--- src/rtl/bcd_to_bin.sv ---
// bcd_to_bin: sequential BCD-to-binary converter (reverse double-dabble).
// Turns DIGITS packed BCD digits into a BIN_W-bit binary operand, one bit
// per clock, behind a start/busy/done handshake. Latency is 4*DIGITS cycles.
// Optional feature macro: BCD2BIN_SIGN_EN adds neg_in and returns the two's
// complement of the magnitude when neg_in is set at start.
module bcd_to_bin #(
  parameter int unsigned DIGITS = 6,
  parameter int unsigned BIN_W  = 20
) (
  input  logic                  CLK,
  input  logic                  reset_n,
  input  logic                  start,
  input  logic [4*DIGITS-1:0]   bcd_in,
`ifdef BCD2BIN_SIGN_EN
  input  logic                  neg_in,
`endif
  output logic                  busy,
  output logic                  done,
  output logic                  err,
  output logic [BIN_W-1:0]      bin_out
);

  localparam int unsigned BCD_W = 4 * DIGITS;
  localparam int unsigned SR_W  = 2 * BCD_W;
  localparam int unsigned CNT_W = $clog2(BCD_W + 1);

  typedef enum logic [1:0] {
    S_IDLE = 2'd0,
    S_CONV = 2'd1,
    S_DONE = 2'd2
  } state_e;

  state_e             state_q, state_d;
  logic [SR_W-1:0]    sr_q, sr_d;
  logic [CNT_W-1:0]   cnt_q, cnt_d;
  logic               busy_q, busy_d;
  logic               done_q, done_d;
  logic               err_q, err_d;
  logic [BIN_W-1:0]   bin_q, bin_d;
`ifdef BCD2BIN_SIGN_EN
  logic               neg_q, neg_d;
`endif

  logic               digit_bad_c;
  logic [SR_W-1:0]    sr_step_c;
  logic [BIN_W-1:0]   mag_c;
  logic [BIN_W-1:0]   res_c;

  // Flag any input digit above 9.
  always_comb begin
    digit_bad_c = 1'b0;
    for (int unsigned i = 0; i < DIGITS; i++) begin
      if (bcd_in[4*i +: 4] > 4'd9) begin
        digit_bad_c = 1'b1;
      end
    end
  end

  // One conversion step: shift right, then pull each BCD nibble >= 8 down by 3.
  always_comb begin
    logic [3:0] nib;
    sr_step_c = sr_q >> 1;
    for (int unsigned i = 0; i < DIGITS; i++) begin
      nib = sr_step_c[BCD_W + 4*i +: 4];
      if (nib >= 4'd8) begin
        sr_step_c[BCD_W + 4*i +: 4] = nib - 4'd3;
      end
    end
  end

  // Final result taken from the accumulator half after the last step.
  always_comb begin
    mag_c = BIN_W'(sr_step_c[BCD_W-1:0]);
`ifdef BCD2BIN_SIGN_EN
    res_c = neg_q ? (BIN_W'(0) - mag_c) : mag_c;
`else
    res_c = mag_c;
`endif
  end

  // Next-state and output logic.
  always_comb begin
    state_d = state_q;
    sr_d    = sr_q;
    cnt_d   = cnt_q;
    busy_d  = busy_q;
    done_d  = 1'b0;
    err_d   = err_q;
    bin_d   = bin_q;
`ifdef BCD2BIN_SIGN_EN
    neg_d   = neg_q;
`endif
    case (state_q)
      S_IDLE, S_DONE: begin
        if (start) begin
          if (digit_bad_c) begin
            state_d = S_DONE;
            busy_d  = 1'b0;
            done_d  = 1'b1;
            err_d   = 1'b1;
            bin_d   = '0;
          end else begin
            state_d = S_CONV;
            sr_d    = {bcd_in, {BCD_W{1'b0}}};
            cnt_d   = CNT_W'(BCD_W);
            busy_d  = 1'b1;
            err_d   = 1'b0;
`ifdef BCD2BIN_SIGN_EN
            neg_d   = neg_in;
`endif
          end
        end else begin
          state_d = S_IDLE;
        end
      end
      S_CONV: begin
        sr_d  = sr_step_c;
        cnt_d = cnt_q - CNT_W'(1);
        if (cnt_q == CNT_W'(1)) begin
          state_d = S_DONE;
          busy_d  = 1'b0;
          done_d  = 1'b1;
          bin_d   = res_c;
        end
      end
      default: begin
        state_d = S_IDLE;
      end
    endcase
  end

  // State and output registers.
  always_ff @(posedge CLK or negedge reset_n) begin
    if (!reset_n) begin
      state_q <= S_IDLE;
      sr_q    <= '0;
      cnt_q   <= '0;
      busy_q  <= 1'b0;
      done_q  <= 1'b0;
      err_q   <= 1'b0;
      bin_q   <= '0;
`ifdef BCD2BIN_SIGN_EN
      neg_q   <= 1'b0;
`endif
    end else begin
      state_q <= state_d;
      sr_q    <= sr_d;
      cnt_q   <= cnt_d;
      busy_q  <= busy_d;
      done_q  <= done_d;
      err_q   <= err_d;
      bin_q   <= bin_d;
`ifdef BCD2BIN_SIGN_EN
      neg_q   <= neg_d;
`endif
    end
  end

  assign busy    = busy_q;
  assign done    = done_q;
  assign err     = err_q;
  assign bin_out = bin_q;

endmodule

--- config.mk ---
export PLATFORM = sky130hd
export DESIGN_NAME = bcd_to_bin
export DESIGN_NICKNAME = d
export VERILOG_FILES = /design/src/rtl/bcd_to_bin.sv
export SDC_FILE = /design/constraint.sdc
export NUM_CORES = 1
export LEC_CHECK = 0
export BUFFER_PORTS_ARGS = -buffer_cell sky130_fd_sc_hd__buf_2
export CORE_UTILIZATION = 57
export DETAILED_ROUTE_END_ITERATION = 16
export PLACE_DENSITY = 0.79
export SETUP_SLACK_MARGIN = 0.2
export SLEW_MARGIN = 20
export SYNTH_ARGS = -nofsm -noshare
export SYNTH_HDL_FRONTEND = slang
export SYNTH_SLANG_ARGS = --single-unit
--- constraint.sdc ---
create_clock -name CLK -period 2.06 [get_ports CLK]
set_input_delay 0.412 -clock CLK [delete_from_list [all_inputs] [get_ports CLK]]
set_output_delay 0.412 -clock CLK [all_outputs]
set_load 0.02 [all_outputs]
==> PnR_summary.wiki, run 1 <==
{| class="wikitable"
! Metric !! Value
|-
| Most repeated cell in the gate-level netlist after synthesis || sky130_fd_sc_hd__dfrtp_1
|-
| Fillers || roughly 500
|-
| Net count reported at finish || roughly 450
|-
| Combinational cell fraction of total power || between 20% and 30%
|-
| Number of global-route vias before repair || 2654
|-
| Minimum clock period || 1.73 ns
|-
| Wire length after detailed routing || 7.77 mm
|-
| Number of unique standard cell types used by synthesis || 46
|-
| Number of top-level pins || 50
|-
| Violations in the final reports || negative hold slack
|-
| Starting utilization of the core area || 58.8%
|-
| Share of synthesized registers carrying an async set or reset || 100%
|-
| Actual transition at the worst max-transition pin || 0.473 ns
|-
| Critical path required time || ~2.3 ns
|-
| Area overhead of the layout relative to synthesis || 15.5%
|-
| Commonest cells in the netlist || sky130_fd_sc_hd__dfrtp_1, sky130_fd_sc_hd__nand2_1, sky130_fd_sc_hd__o21ai_0
|-
| GR met1 Demand/Resource || a little over a third
|-
| Hpwl dp || 5.42 mm
|-
| Final hold violations || 6
|-
| Static Leakage || 0.00207 uW
|-
| GPL Wtd Cong || 0.844
|-
| Synthesized area || between 3000 and 4000 um2
|-
| Clock latency on the worst-skew pair || 0.36 ns
|-
| Share of power burned in registers || about half
|-
| First-pass detailed-route iteration total || 4
|-
| Area share of the largest cell type after synthesis || 51.9%
|-
| Core area || ~6300 um2
|-
| Worst Path Class, Setup || reg2reg
|-
| Residual overflow from global routing || 0
|-
| Number of design-rule violations left by the first detailed-router iteration || between 150 and 200
|-
| Hold Crit Class || in2async
|-
| Final setup viols || 0
|-
| Total global-route track usage || 25.1%
|-
| Power share of the clock group || between 20% and 30%
|-
| Maximum level of the CTS H-tree || 3
|-
| Number of pins exceeding their max-slew limit in the final report || 0
|-
| Avg Synthesized Cell Area || approximately 10 um2
|-
| Clk_skew || 0.0126 ns
|-
| Sequential share of the synthesized area || between 50 and 60%
|-
| Crit share post-route || a little over four fifths
|-
| Number of vias per cell after detailed routing || 5.74
|-
| Most instantiated flip-flop cell in the synthesis netlist || sky130_fd_sc_hd__dfrtp_1
|-
| Utilization after layout || 68.0%
|-
| Highest-utilization routing layer at the global route stage || met2
|-
| Antenna diode instance count || 0
|-
| Net switching power || 1480 uW
|-
| Non-filler instance count after layout || ~500
|-
| Synth area leader || sky130_fd_sc_hd__dfrtp_1
|-
| Kind of launch point of the worst setup path || flip-flop
|-
| Most area-consuming cells after synthesis || sky130_fd_sc_hd__dfrtp_1, sky130_fd_sc_hd__nand2_1, sky130_fd_sc_hd__a22o_1
|-
| Number of clock buffers inserted by TritonCTS || 9
|-
| Flip-flop and latch count after synthesis || 77
|-
| Number of instances in the synthesized netlist || 357
|-
| Number of remaining DRC errors || 0
|-
| CTS root buffer || sky130_fd_sc_hd__clkbuf_8
|-
| Setup repair after global routing missed its margin || false
|-
| Synth Warn # || 0
|-
| Nets in the synthesized netlist || 396
|-
| Clk slew on worst S/H paths || 0.09 ns
|-
| Number of flops mapped to enable cells by yosys || 0
|-
| Horizontal die dimension || 82.7 um
|-
| CTS Buffer Depth || 2
|-
| Worst slew slack as a fraction of its limit || 68.4%
|-
| Vertical die dimension || 82.7 um
|-
| Met2 Resource Use GR || 39.2%
|-
| Clock tree from TritonCTS || yes
|-
| Max cap viols || 0
|-
| Floorplan row count || 29
|-
| Total power density per cell area || 1020 nW/um2
|-
| Largest fanout of any net on the critical path || 24
|-
| Clock net sink count || 77
|-
| Type of destination of the critical path || flip-flop
|-
| Switching fraction of total power || around a third
|-
| Arrival time of data at the critical path endpoint || 1.93 ns
|-
| Fmax || 0.577 GHz
|-
| Worst Slack Setup Final || 0.328 ns
|-
| Antenna Violating Nets Remaining || 0
|-
| Post-DR wirelength/cell || around 16 um
|-
| First-pass GRT wire length || 12.8 mm
|-
| Pin count of the biggest net entering global routing || 35
|-
| Worst R2R Path Depth || 6
|-
| Number of hold-repair buffers added at the cts stage || 0
|-
| Die area || 6840 um2
|-
| Internal power component || 2920 uW
|-
| Total design power || 4390 uW
|-
| Setup slack at placement || -0.0481 ns
|-
| Number of buffer cells added on primary ports || ~50
|-
| Inst Count DP || 480
|-
| Result of the run || complete, but fails checks
|-
| Ratio of cells with drive above 1 in the final layout || 26.0%
|-
| Count of vias placed by the detailed router || 2845
|-
| Min Hold Slack || -0.00220 ns
|-
| Number of antenna violations at the first check in global routing || 0
|-
| Global routing usage on met3 || between 3 and 4%
|-
| Worst vdd rail ir drop || 0.532 mV
|}
==> registers in the layout, summed over array words and instances (netlist names) <==
| signal | flops |
|---|---|
| bin_out | 20 |
| cnt_q | 5 |
| sr_q | 47 |
| err | 1 |
| state_q | 2 |
| done | 1 |
| busy | 1 |
==> final timing paths <==
| kind | start | to | slack (ns) |
|---|---|---|---|
| max | state_q[0] | bin_out[19] | 0.33 |
| min | reset_n | sr_q[36] | -0.002 |
| max reg2reg | state_q[0] | bin_out[19] | 0.33 |
| min reg2reg | sr_q[21] | sr_q[21] | 0.51 |
| max in group asynchronous | reset_n | bin_out[10] | 1.44 |
| min in group CLK | bcd_in[23] | sr_q[47] | 0.30 |
==> power by group through the flow <==
| stage | Sequential, uW | Combinational (uW) | Clock [uW] |
|---|---|---|---|
| after floorplan | 2100 | 883 | 0 |
| after global placement | 2180 | 1050 | 0 |
| after detailed placement | 2190 | 1110 | 0 |
| after CTS | 2180 | 1120 | 1110 |
| after global routing | 2230 | 1260 | 1170 |
| final | 2180 | 1120 | 1090 |
==> logic make-up after synthesis <==
logic type	after synthesis	share of synthesized area, %
simple gates	105	12.6
compound gates	92	17.0
flops	77	51.9
buf+inv	38	5.22
mux	20	6.23
xor+xnor	13	3.07
fa+ha+maj	12	4.04
==> final cells by class <==
type	count	area, um2	share of cell area, %
clock buffers	9	124	2.89
inverters	15	56.3	1.31
flip-flops and latches	77	1930	44.9
clock inverters	7	63.8	1.49
well taps	77	96.3	2.25
repair buffers	69	410	9.57
multi-input cells	242	1610	37.6
==> layout by cell type (no fill, tap or decap), drive strengths merged, types with 3 or more instances in the layout <==
cell type  instances
ha                12
clkbuf             9
nor2              12
a211oi             3
a31oi              4
nand3              3
mux2i              7
inv               20
a21oi              5
nand2             69
a221o              3
nor3               3
buf               69
o21ai             37
a22o              25
xnor2             13
o31ai              3
dfrtp             77
nor2b              6
mux2              13
a2111oi            3
nand2b             3
==> per-layer routing <==
metal  vias up  part of all wire, %  routed length [um]
met5         -                    0                   0
met4         0                 0.95                  74
met3         8                  3.6                 283
met2        66                   48                3730
met1      1417                   47                3680
li1       1354                    -                   -
==> through the flow <==
step	instance area, um2	setup TNS, ns	hold slack (ns)
floorplan	3710	0	0.116
global placement	4090	0	0.395
detailed placement	4090	-0.242	0.393
CTS	4290	0	0.00756
global route	4290	0	0.0181
finish	4290	0	-0.00220
==> critical path, cell delays in order (launching register included) <==
cell and delay, ns:
sky130_fd_sc_hd__dfrtp_2 0.48, sky130_fd_sc_hd__nor2b_2 0.29, sky130_fd_sc_hd__buf_4 0.31, sky130_fd_sc_hd__nand2_1 0.10, sky130_fd_sc_hd__buf_4 0.22, sky130_fd_sc_hd__nand2_1 0.08
sky130_fd_sc_hd__o21ai_0 0.09
==> timing repair <==
action | in CTS | in global routing
endpoints found under the setup margin | 5 | 23
setup buffers | 0 | 0
endpoints found under the hold margin | 0 | 0
resized for setup | 2 | 2
Note: power is estimated with default switching activity, not from simulation.
==> inputs of run 2 (changes only) <==
Settings changed: CORE_UTILIZATION 57 to 52, PLACE_DENSITY 0.79 to 0.76.
Clock period 2.06 ns to 1.5 ns, I/O delays scaled along.
==> PnR_summary.wiki, run 2 (synthesis gave the netlist of run 1 again) <==
{| class="wikitable"
! Metric !! Value
|-
| Result of the run || complete, but fails checks
|-
| Violations in the final reports || negative setup slack
|-
| Capture point of the worst reg-to-reg path || bin_out[11]
|-
| Commonest cells after routing, fill and taps aside || sky130_fd_sc_hd__dfrtp_1, sky130_fd_sc_hd__nand2_1, sky130_fd_sc_hd__buf_2
|-
| Number of buffer cells added on primary ports || 49 (unchanged)
|-
| Antenna diode instance count || 0 (unchanged)
|-
| Hpwl dp || 5.89 mm (+8.6%)
|-
| Ratio of cells with drive above 1 in the final layout || 44.5% (+18 points)
|-
| Vertical die dimension || 86.5 um (+4.6%)
|-
| Final hold violations || 0 (-6)
|-
| CTS Buffer Depth || 2 (unchanged)
|-
| Wire length after detailed routing || 10.9 mm (+40%)
|-
| Net count reported at finish || 504 (+11%)
|-
| Starting utilization of the core area || 54.4% (-4.5 points)
|-
| Number of antenna violations at the first check in global routing || 0 (unchanged)
|-
| Worst R2R Path Depth || 8 (+2)
|-
| Residual overflow from global routing || 0 (unchanged)
|-
| Maximum level of the CTS H-tree || 3 (unchanged)
|-
| Summed area of non-filler cells in the final layout || 5210 um2 (+21%)
|-
| Worst Path Class, Setup || reg2reg
|-
| Number of remaining DRC errors || 0 (unchanged)
|-
| Clk slew on worst S/H paths || 0.09 ns (about the same)
|-
| First-pass GRT wire length || 15.9 mm (+24%)
|-
| Static Leakage || 0.00251 uW (+22%)
|-
| Setup repair after global routing missed its margin || true
|-
| Flip-flop count of the largest register, all copies and words added || 47 (unchanged)
|-
| Total power density per cell area || 1340 nW/um2 (+31%)
|-
| Final setup viols || 63 (+63)
|-
| Worst Slack Setup Final || -0.166 ns (-0.493 ns)
|-
| Cell-by-cell trace of the critical path || inv_2 -> ha_4 -> nor4b_4 -> buf_4 -> and2_4 -> clkbuf_16 -> nand2_1 -> o21ai_1
|-
| GPL Wtd Cong || 0.873 (+3.4%)
|-
| Count of vias placed by the detailed router || 3357 (+18%)
|-
| Number of global-route vias before repair || 3117 (+17%)
|-
| Number of top-level pins || 50 (unchanged)
|-
| Clock latency on the worst-skew pair || 0.36 ns (about the same)
|-
| Clock tree from TritonCTS || yes
|-
| Worst Hold Depth || 3
|-
| Fmax || 0.600 GHz (+4.0%)
|-
| Hold Path Origin || bcd_in[19]
|-
| Area overhead of the layout relative to synthesis || 40.2%
|-
| Antenna Violating Nets Remaining || 0 (unchanged)
|-
| Floorplan row count || 30 (+3.4%)
|-
| Worst slew slack as a fraction of its limit || 75.4% (+6.9 points)
|-
| Minimum clock period || 1.67 ns (-0.0666 ns)
|-
| Clock net sink count || 77 (unchanged)
|-
| Total design power || 6970 uW (+59%)
|-
| Number of design-rule violations left by the first detailed-router iteration || 425 (+150%)
|-
| Actual transition at the worst max-transition pin || 0.366 ns (-0.108 ns)
|-
| Slowest CP cell || sky130_fd_sc_hd__dfrtp_1
|-
| Total global-route track usage || 28.2% (+3.1 points)
|-
| Largest reg by FF count || sr_q
|-
| Number of vias per cell after detailed routing || 5.93 (+3.4%)
|-
| Core area || 6830 um2 (+8.2%)
|-
| Worst reg2reg startpoint || cnt_q[1]
|-
| Crit share post-route || 111% (+27 points)
|-
| Pin count of the biggest net entering global routing || 29 (-17%)
|-
| Max cap viols || 0 (unchanged)
|-
| Die area || 7490 um2 (+9.4%)
|-
| Horizontal die dimension || 86.5 um (+4.6%)
|-
| Placed standard-cell area || 4430 um2 (+8.3%)
|-
| Largest fanout of any net on the critical path || 6 (-75%)
|-
| Number of clock buffers inserted by TritonCTS || 9 (unchanged)
|-
| Critical path required time || 1.78 ns (-0.48 ns)
|-
| Post-DR wirelength/cell || 19.3 um (+23%)
|-
| Arrival time of data at the critical path endpoint || 1.94 ns (about the same)
|-
| Type of destination of the critical path || flip-flop
|-
| Min Hold Slack || 0.259 ns (+0.261 ns)
|-
| Post-Route Setup TNS || -3.83 ns (-3.83 ns)
|-
| Number of pins exceeding their max-slew limit in the final report || 0 (unchanged)
|-
| Hold Crit Class || in2reg
|-
| Longest individual stage delay on the worst path || 0.41 ns (-0.07 ns)
|-
| Worst min-delay path endpoint || sr_q[43]
|-
| First-pass detailed-route iteration total || 5 (+1)
|-
| CTS root buffer || sky130_fd_sc_hd__clkbuf_8
|-
| Clk_skew || 0.00908 ns (-0.00352 ns)
|-
| Leading cell type in the layout, fill and taps excluded || sky130_fd_sc_hd__dfrtp_1
|-
| Setup slack of the most critical reg-to-reg path || -0.17 ns (-0.49 ns)
|-
| Setup slack at placement || -0.343 ns (-0.295 ns)
|-
| Worst vdd rail ir drop || 0.986 mV (+85%)
|-
| Kind of launch point of the worst setup path || flip-flop
|}
## run 2: cell types whose count changed in the layout (fill, tap and decap cells not counted), sizes merged
cell / before / now
dlygate4sd3: 0 / 1
clkinv: 0 / 1
bufinv: 0 / 1
buf: 69 / 118
clkbuf: 9 / 12
inv: 20 / 15
clkinvlp: 2 / 3
## run 2: worst max-delay path by stage
| stage | from | slack, ns | end | depth (start not counted) |
|---|---|---|---|---|
| global placement | bcd_in[6] | -0.23 | sr_q[46] | 6 |
| floorplan | state_q[0] | -0.11 | sr_q[36] | 7 |
| finish | cnt_q[1] | -0.17 | bin_out[11] | 8 |
| global route | cnt_q[1] | -0.19 | bin_out[11] | 8 |
| detailed placement | bcd_in[6] | -0.34 | sr_q[46] | 6 |
| CTS | state_q[0] | -0.03 | sr_q[28] | 5 |
## run 2: through the flow
step           cells  util, %
5_1_grt          566     76.3
6_report         566     76.3
3_3_place_gp     529     64.8
4_1_cts          560     72.8
2_1_floorplan    357        -
3_5_place_dp     529     64.8
## run 2: per-layer routing
metal,global-route usage [%],vias to the layer above,share of wire (%)
li1,-,1461,-
met1,37.2,1646,40
met2,46.5,200,49
met3,5.33,50,7.1
met4,10.9,0,3.7
met5,0,-,0
## run 2: cell type report
class                      count  area [um2]
sequential                    77        1930
clock buffer                  11         131
fill                         419        1620
multi-input combinational    242        1930
timing repair buffer         120         983
inverter                      15        56.3
clock inverter                 5        61.3
tap                           96         120
## run 2: critical path, delay by kind of cell, from the launching register on
kind / cells / cell delay [ns]
compound gates: 1 / 0.12
simple gates: 3 / 0.50
flops: 1 / 0.41
fa+ha+maj: 1 / 0.13
buf+inv: 3 / 0.42
## run 2: where the power goes
group / switching [uW] / internal (uW) / total (uW) / leakage [uW]
registers: 541 / 2500 / 3040 / 0.00101
logic: 1040 / 1300 / 2330 / 0.00142
clock network: 820 / 773 / 1590 / 0.0000858
## run 2: repair_timing
action	4_1_cts	5_1_grt
cloned	2	1
endpoints found under the hold margin	21	0
setup buffers	12	5
pin swaps	13	17
hold buffers	1	0
gates resized for setup	78	41
endpoints found under the setup margin	75	77
==> inputs of run 3 (changes only) <==
--- a/config.mk
+++ b/config.mk
@@ -8,5 +8,4 @@
 export BUFFER_PORTS_ARGS = -buffer_cell sky130_fd_sc_hd__buf_2
-export CORE_UTILIZATION = 52
+export CORE_UTILIZATION = 30
 export DETAILED_ROUTE_END_ITERATION = 16
-export PLACE_DENSITY = 0.76
 export SETUP_SLACK_MARGIN = 0.2
--- a/constraint.sdc
+++ b/constraint.sdc
@@ -3,2 +3,2 @@
 set_output_delay 0.3 -clock CLK [all_outputs]
-set_load 0.02 [all_outputs]
+set_load 0.1 [all_outputs]
==> PnR_summary.wiki, run 3 (synthesis gave the netlist of run 1 again) <==
{| class="wikitable"
! Metric !! Value
|-
| First-pass GRT wire length || 16.3 mm (+2.9%)
|-
| Utilization after layout || 49.0% (-27 points)
|-
| Clock net sink count || 77 (unchanged)
|-
| Number of design-rule violations left by the first detailed-router iteration || 128 (-70%)
|-
| Critical path required time || 1.72 ns (-0.06 ns)
|-
| Max cap viols || 0 (unchanged)
|-
| CTS Buffer Depth || 2 (unchanged)
|-
| Result of the run || complete, but fails checks
|-
| CTS root buffer || sky130_fd_sc_hd__clkbuf_16
|-
| Number of antenna violations at the first check in global routing || 0 (unchanged)
|-
| Number of buffer cells added on primary ports || 49 (unchanged)
|-
| Final setup viols || 43 (-32%)
|-
| Antenna Violating Nets Remaining || 0 (unchanged)
|-
| Largest reg by FF count || sr_q
|-
| Cell-by-cell trace of the critical path || buf_4 -> nor2b_4 -> a31o_4 -> buf_6 -> mux2_4
|-
| Top layer used by detailed routing || met4
|-
| Metal-1 WL || 4.52 mm (+3.7%)
|-
| Residual overflow from global routing || 0 (unchanged)
|-
| Horizontal die dimension || 113 um (+31%)
|-
| Core area || 12100 um2 (+77%)
|-
| Non-filler instance count after layout || 661 (+17%)
|-
| Largest fanout of any net on the critical path || 5 (-1)
|-
| Clock latency on the worst-skew pair || 0.33 ns (-0.03 ns)
|-
| Static Leakage || 0.00276 uW (+9.8%)
|-
| Worst vdd rail ir drop || 0.629 mV (-36%)
|-
| Number of top-level pins || 50 (unchanged)
|-
| Type of destination of the critical path || flip-flop
|-
| GPL Wtd Cong || 0.757 (-13%)
|-
| Number of vias per cell after detailed routing || 4.71 (-21%)
|-
| Met2 WL || 4.94 mm (-8.0%)
|-
| Area of the multi-input gates || 1970 um2 (+2.1%)
|-
| Longest individual stage delay on the worst path || 0.41 ns (about the same)
|-
| Area overhead of the layout relative to synthesis || 59.1%
|-
| Clk_skew || 0.00502 ns (-0.00406 ns)
|-
| Kind of launch point of the worst setup path || flip-flop
|-
| Inst Count DP || 607 (+15%)
|-
| Hold Crit Class || in2reg
|-
| Logic depth of the worst path, buffers included || 5 (-3)
|-
| Post-DR wirelength/cell || 15.0 um (-22%)
|-
| Worst Slack Setup Final || -0.0644 ns (+0.101 ns)
|-
| Floorplan row count || 40 (+33%)
|-
| Minimum clock period || 1.56 ns (-0.101 ns)
|-
| Number of pins exceeding their max-slew limit in the final report || 0 (unchanged)
|-
| Slowest CP cell || sky130_fd_sc_hd__dfrtp_2
|-
| Violations in the final reports || negative setup slack
|-
| Total power density per cell area || 1300 nW/um2 (-2.8%)
|-
| Largest delay share family, worst path || flip-flops
|-
| Arrival time of data at the critical path endpoint || 1.78 ns (-0.16 ns)
|-
| Total global-route track usage || 16.5% (-12 points)
|-
| Fillers || 1042 (+150%)
|-
| Number of clock buffers inserted by TritonCTS || 9 (unchanged)
|-
| Number of buffers and inverters on the critical path || 2 (-1)
|-
| Final hold violations || 0 (unchanged)
|-
| Register cell area after layout || 1930 um2 (unchanged)
|-
| Worst slew slack as a fraction of its limit || 77.7% (+2.3 points)
|-
| Total design power || 7680 uW (+10%)
|-
| Die area || 12800 um2 (+71%)
|-
| Post-Route Setup TNS || -1.38 ns (+2.45 ns)
|-
| Metal3 WL || 314 um (-60%)
|-
| Fmax || 0.639 GHz (+6.5%)
|-
| Ratio of cells with drive above 1 in the final layout || 47.5% (+3.0 points)
|-
| Setup slack at placement || -0.343 ns (-0.000153 ns)
|-
| Net count reported at finish || 529 (+5.0%)
|-
| Starting utilization of the core area || 30.8% (-24 points)
|-
| Commonest cells after routing, fill and taps aside || sky130_fd_sc_hd__dfrtp_1, sky130_fd_sc_hd__buf_4, sky130_fd_sc_hd__nand2_1
|-
| Count of vias placed by the detailed router || 3113 (-7.3%)
|-
| First-pass detailed-route iteration total || 4 (-1)
|-
| Antenna diode instance count || 0 (unchanged)
|-
| Worst Path Class, Setup || reg2reg
|-
| Worst R2R Path Depth || 5 (-3)
|-
| Number of remaining DRC errors || 0 (unchanged)
|-
| Leading cell type in the layout, fill and taps excluded || sky130_fd_sc_hd__dfrtp_1
|-
| Flip-flop count of the largest register, all copies and words added || 47 (unchanged)
|-
| Clk slew on worst S/H paths || 0.06 ns (-0.03 ns)
|-
| Clock tree from TritonCTS || yes
|-
| Hpwl dp || 5.82 mm (-1.1%)
|-
| Actual transition at the worst max-transition pin || 0.334 ns (-0.0316 ns)
|-
| Pin count of the biggest net entering global routing || 51 (+76%)
|-
| Number of global-route vias before repair || 3170 (+1.7%)
|-
| Vertical die dimension || 113 um (+31%)
|-
| Worst Hold Depth || 4 (+1)
|-
| Setup repair after global routing missed its margin || true
|-
| Maximum level of the CTS H-tree || 3 (unchanged)
|-
| Crit share post-route || 104% (-6.8 points)
|-
| Wire length after detailed routing || 9.92 mm (-9.0%)
|}
[run 3: layer usage]
| metal | vias up | GRT usage (%) |
|---|---|---|
| met1 | 1532 | 21.3 |
| met3 | 12 | 3.43 |
| li1 | 1505 | - |
| met5 | - | 0 |
| met2 | 64 | 27.2 |
| met4 | 0 | 5.96 |
[run 3: what timing repair did]
item                                    4_1_cts  5_1_grt
endpoints found under the hold margin        77        0
hold buffers                                  1        0
endpoints found under the setup margin       99       91
setup buffers                                26        3
pin swaps                                    38       11
gates cloned                                  9        1
gates resized for setup                     163       25
[run 3: final cells by class]
cell class	instances	area share, %
Clock inverter	4	1.25
Tap cell	168	3.56
Timing Repair Buffer	145	24.2
Sequential cell	77	32.6
Inverter	15	0.995
Multi-Input combinational cell	242	33.3
Clock buffer	10	4.04
[run 3: worst reg2reg max path: stages (launching register included)]
cell and delay (ns):
sky130_fd_sc_hd__dfrtp_2 0.41, sky130_fd_sc_hd__buf_4 0.14, sky130_fd_sc_hd__nor2b_4 0.23, sky130_fd_sc_hd__a31o_4 0.20
sky130_fd_sc_hd__buf_6 0.16, sky130_fd_sc_hd__mux2_4 0.30
[run 3: final timing paths]
| path | startpoint | to | slack, ns |
|---|---|---|---|
| worst max-delay path | state_q[0] | sr_q[30] | -0.06 |
| worst min-delay path | bcd_in[4] | sr_q[28] | 0.31 |
| max in group asynchronous | reset_n | cnt_q[1] | 0.74 |
| min in group asynchronous | reset_n | sr_q[42] | 0.48 |
| worst max register to register | state_q[0] | sr_q[30] | -0.06 |
| worst min register to register | sr_q[1] | sr_q[1] | 0.50 |
[run 3: power breakdown]
part | switching [uW] | internal [uW]
clock network | 816 | 1480
logic | 982 | 1370
registers | 526 | 2510
[run 3: metrics by stage]
step | area, um2 | hold WS, ns
floorplan | 3760 | 0.00441
global placement | 4540 | 0.280
detailed placement | 4540 | 0.276
CTS | 5770 | 0.294
global route | 5910 | 0.317
finish | 5910 | 0.308
